--- config.mk ---
export PLATFORM = sky130hd
export DESIGN_NAME = fetch_stage
export DESIGN_NICKNAME = d
export VERILOG_FILES = /design/src/rtl/fetch_stage.sv
export SDC_FILE = /design/constraint.sdc
export NUM_CORES = 1
export LEC_CHECK = 0
export CORE_ASPECT_RATIO = 1.5
export CORE_MARGIN = 4
export CORE_UTILIZATION = 40
export CTS_BUF_LIST = sky130_fd_sc_hd__clkbuf_4 sky130_fd_sc_hd__clkbuf_8
export CTS_CLUSTER_SIZE = 28
export DETAILED_ROUTE_END_ITERATION = 6
export PLACE_DENSITY = 0.77
export SLEW_MARGIN = 20
export SYNTH_ARGS = -nofsm -noshare
export SYNTH_HDL_FRONTEND = slang
export SYNTH_SLANG_ARGS = --single-unit
--- constraint.sdc ---
create_clock -name clk -period 2.62 [get_ports clk]
set_input_delay 0.393 -clock clk [delete_from_list [all_inputs] [get_ports clk]]
set_output_delay 0.393 -clock clk [all_outputs]
set_load 0.03 [all_outputs]
--- src/rtl/fetch_stage.sv ---
// Instruction fetch stage: 8-bit PC, combinational imem lookup and a registered IF/ID slot.
// Define FETCH_HALT_ON_ZERO_EN to stop fetching on an all-zero instruction word.
module fetch_stage #(
  parameter logic [7:0] RESET_PC = 8'h00
) (
  input  logic        clk,
  input  logic        rst_n,
  output logic [7:0]  imem_addr,
  input  logic [31:0] imem_instr,
  input  logic        redirect_valid,
  input  logic [7:0]  redirect_pc,
  output logic        dec_valid,
  input  logic        dec_ready,
  output logic [31:0] dec_instr,
  output logic [7:0]  dec_pc,
  output logic        halted
);

  typedef enum logic [0:0] {StRun, StHalt} state_e;

  state_e      state_q, state_d;
  logic [7:0]  pc_q, pc_d;
  logic        valid_q, valid_d;
  logic [31:0] instr_q, instr_d;
  logic [7:0]  dpc_q, dpc_d;
  logic        advance;
  logic        halt_hit;

`ifdef FETCH_HALT_ON_ZERO_EN
  assign halt_hit = (imem_instr == 32'h0);
  assign halted   = (state_q == StHalt);
`else
  assign halt_hit = 1'b0;
  assign halted   = 1'b0;
`endif

  assign advance = (!valid_q || dec_ready) && !redirect_valid && (state_q == StRun);

  always_comb begin
    state_d = state_q;
    pc_d    = pc_q;
    valid_d = valid_q;
    instr_d = instr_q;
    dpc_d   = dpc_q;
    if (redirect_valid) begin
      // Redirect flushes the slot regardless of dec_ready and always resumes fetching.
      pc_d    = redirect_pc;
      valid_d = 1'b0;
      state_d = StRun;
    end else if (advance) begin
      if (halt_hit) begin
        state_d = StHalt;
        valid_d = 1'b0;
      end else begin
        instr_d = imem_instr;
        dpc_d   = pc_q;
        valid_d = 1'b1;
        pc_d    = pc_q + 8'd1;
      end
    end else if (valid_q && dec_ready) begin
      // Only reachable while halted: drain the last instruction, nothing replaces it.
      valid_d = 1'b0;
    end
  end

  always_ff @(posedge clk or negedge rst_n) begin
    if (!rst_n) begin
      state_q <= StRun;
      pc_q    <= RESET_PC;
      valid_q <= 1'b0;
      instr_q <= 32'h0;
      dpc_q   <= 8'h00;
    end else begin
      state_q <= state_d;
      pc_q    <= pc_d;
      valid_q <= valid_d;
      instr_q <= instr_d;
      dpc_q   <= dpc_d;
    end
  end

  assign imem_addr = pc_q;
  assign dec_valid = valid_q;
  assign dec_instr = instr_q;
  assign dec_pc    = dpc_q;

endmodule

After elaboration in Yosys (flattened, before gate mapping). Index checks and enable logic that the tools add are counted.

Bits in registers: 49. Input bits: 44. Word-level logic and storage cells: 19.

Reductions and logical operators: 8. Mux-type cells: 5. Bitwise operators: 1. $add $sub $neg: 1.

Operator list (number): two-way mux 8 bit (2); adder 8 x 1 -> 8 bit, second input constant (1); two-way mux 1 bit (3); nonzero test 3 bit (1); logical AND 1 bit (2); zero test 1 bit (2); AND reduction 2 bit (1); nonzero test 2 bit (1); logical OR 1 bit (1); inverter 1 bit (1).

Longest topological paths before layout.
Depth in word-level cells: 5. Gate-level depth with buffers: 5.

Least setup slack after synthesis. OpenSTA, ideal clock, no wires.

Kind: flip-flop to flip-flop. Start point: reg valid_q (netlist: dec_valid). End point: reg instr_q[0] (netlist: dec_instr[0]). Library setup time: 0.125 ns. Clock period less this slack: 1.472 ns. Slack: 1.148 ns. Data required time: 2.495 ns. Cell stages (with the launch flop): 5. Arrival time: 1.347 ns. Path through: dfrtp_1 > and2b_4 > nor2_4 > buf_6 > mux2_4.

Word-level cells in the longest chain between the ends: 4.

Ends and longest elaborated chain: start, declared (RTL line 23) `logic valid_q, valid_d;`; start signal, assigned (RTL line 76) `valid_q <= valid_d;`; zero test 1 bit (RTL line 37) `assign advance = (!valid_q || dec_ready) && !redirect_valid && (state_q == StRun);`; logical OR 1 bit (RTL line 37); logical AND 1 bit (RTL line 37); AND reduction 2 bit (no source line); end signal, assigned (RTL line 77) `instr_q <= instr_d;`; end, declared (RTL line 24) `logic [31:0] instr_q, instr_d;`.

Every way passes these cells. A chain may end at the register's enable or synchronous reset.

Final worst setup path.
Start point: reg pc_q[2] (netlist: imem_addr[2]). End point: out imem_addr[2].

RTL lines: start, declared (RTL line 22) `logic [7:0] pc_q, pc_d;`; start signal, assigned (RTL line 75) `pc_q <= pc_d;`; end, declared (RTL line 8) `output logic [7:0] imem_addr,`.

No word-level cell between the ends.

==> flow_metrics.tcl <==
set metrics [dict create \
    drcViolationCount 0 \
    synthDistinctLibCells 25 \
    boundaryPins 94 \
    ctsLongestPathBuffers 2 \
    combPwrFrac 0.335 \
    status "finished clean" \
    cts-resized-gates 0 \
    syn_area_um2 2160 \
    grt_pass1_wl_mm 7.80 \
    grt_pass1_vias 1571 \
    antenna_left 0 \
    clock-skew-final_ns 0.00410 \
    path_buf_inv 1 \
    synth_warnings 0 \
    internal_power_mw 1.53 \
    relSlewSlack 0.656 \
    avgViaCountPerCell 4.62 \
    root_buffer "clkbuf_8" \
    drive_gt1_frac 0.252 \
    syn_area_per_cell_um2 15.9 \
    period_needed_ns 1.92 \
    post_cts_buffers 0 \
    netlist_instances 136 \
    wl_per_cell_um 16.4 \
    cp-end-kind "output pin" \
    grt_max_degree 27 \
    pre_cts_ws_ns 0.550 \
    r2r-end "dec_pc[7]$_DFFE_PN0P_" \
    rrSetupSlack_ns 1.05 \
    power_frac_seq 0.422 \
    clkSinkCount 49 \
    rows 32 \
    drt_first_pass_iters 3 \
    clock_latency_ns 0.30 \
    yosysSeqAreaShare 0.569 \
    dieArea_um2 6650 \
    power.total_mw 2.23 \
    cts_tree "yes" \
    die_w_um 67.9 \
    rr_worst_depth 4 \
    critical_path.cell_chain "clkdlybuf4s50_1" \
    p_clk_frac 0.243 \
    fin_setup_tns_ns 0 \
    power.density_nw_per_um2 686 \
    drt-total-wl_mm 4.95 \
    p_sw_frac 0.312 \
    drt-initial-drc-count 22 \
    dpl.hpwl_mm 3.70 \
    start_util 0.414 \
    gp_congestion 0.753 \
    cts_inserted_buffers 5 \
    fin_crit_sh 0.733 \
    slowest_stage "clkdlybuf4s50_1" \
    finalNonFillerCells 302 \
    critPathMaxFanout 7 \
    fin_ws_ns 0.699 \
    grt_overflow 0 \
    arrival_ns 1.53 \
    critPathTopFamily "buffers and inverters" \
    die_h_um 97.9 \
    cap_viol_max_count 0 \
    syn_nets 181 \
    report.final.hold_viol_count 0 \
    ir_drop_v 0.000319 \
    critPathKind "reg -> out" \
    ctsHoldBuffers 0 \
    cp.required_ns 2.23 \
    r2r_start "dec_valid$_DFFE_PN0P_" \
    slew_viol_final 0 \
    htreeDepth 2 \
    coreArea_um2 5200 \
    crit_path_start_kind "flip-flop" \
    p_sw_uw 696 \
    synth-seq-cells 49 \
    area_growth_pct 50.7 \
    dpl.cell_count 294 \
    n_antenna_cell 0 \
    grt_usage 0.157 \
    nets 278 \
    rsz0062_at_grt "false" \
    setup_viol 0 \
    hp-class "in -> async" \
    holdWs_ns 0.0578 \
    worst_slew_pin_slew_ns 0.516 \
    num_vias 1396 \
    port_buffers 92 \
    clk_pin_slew_ns 0.09 \
    fmax_mhz 521 \
    leakagePower_nw 1.43 \
    slowest_delay_ns 0.73 \
    antenna_found_initial 0 \
]
registers in the layout, indices dropped and copies added (netlist names):
signal     count
dec_pc         8
dec_instr     32
imem_addr      8
dec_valid      1
synth_stat cells (all sizes together):
master,n,area share
conb,1,0.0017
nand2,10,0.017
buf,6,0.027
inv,1,0.0017
ha,1,0.0058
and2b,1,0.0046
o21ai,8,0.019
mux2i,1,0.0046
nand3,2,0.0046
nor4b,1,0.011
nor3,2,0.0070
xnor2,5,0.020
xor2,2,0.0081
dfrtp,49,0.57
clkbuf,1,0.0017
mux2,40,0.28
nor2,2,0.0070
nand4,2,0.0087
nand2b,1,0.0029
per-stage QoR:
stage          utilization  instance area, um^2
4_1_cts              0.624                 3250
3_3_place_gp         0.602                 3130
3_5_place_dp         0.602                 3130
2_1_floorplan            -                 2160
6_report             0.624                 3250
5_1_grt              0.624                 3250
power by group through the flow:
stage               registers, mW  logic (mW)  clock network, mW
floorplan                    1.16       0.213                  0
global placement            0.952       0.745                  0
detailed placement          0.952       0.755                  0
CTS                         0.941       0.756              0.559
global route                0.956       0.783              0.589
finish                      0.940       0.748              0.541
cell usage in the layout, fill, tap and decap left out, drive strengths merged, types with 5 or more instances in the layout:
master	instances
mux2	40
buf	6
clkdlybuf4s50	91
dfrtp	49
clkbuf	5
xnor2	5
o21ai	8
nand2	10
area by class of cell:
class	instances	area, um^2
Sequential cell	49	1230
Clock buffer	5	68.8
Multi-Input combinational cell	79	865
Clock inverter	3	46.3
Timing Repair Buffer	97	953
Fill cell	402	1960
Tap cell	68	85.1
Inverter	1	3.75
how the worst max path moves through the flow:
stage | start | end | slack [ns] | depth (start not counted)
5_1_grt | imem_addr[2]$_DFFE_PN0P_ | imem_addr[2] | 0.63 | 1
3_3_place_gp | dec_ready | dec_instr[0]$_DFFE_PN0P_ | 0.58 | 5
2_1_floorplan | dec_valid$_DFFE_PN0P_ | dec_instr[0]$_DFFE_PN0P_ | 1.15 | 4
6_report | imem_addr[2]$_DFFE_PN0P_ | imem_addr[2] | 0.70 | 1
4_1_cts | imem_addr[2]$_DFFE_PN0P_ | imem_addr[2] | 0.70 | 1
3_5_place_dp | dec_ready | dec_instr[6]$_DFFE_PN0P_ | 0.55 | 5
cell families after synthesis:
group | after synthesis | synth area share
flops | 49 | 0.569
mux | 41 | 0.283
simple gates | 21 | 0.0633
compound gates | 8 | 0.0186
buf+inv | 8 | 0.0302
xor+xnor | 7 | 0.0284
fa+ha+maj | 1 | 0.00580
other cells | 1 | 0.00174
per-layer routing:
| metal | global-route usage | routed length (um) |
|---|---|---|
| met5 | 0 | 0 |
| met2 | 0.264 | 2600 |
| met1 | 0.190 | 1990 |
| met3 | 0.0380 | 289 |
| met4 | 0.0536 | 69 |
Power figures use the tool's default switching activity.
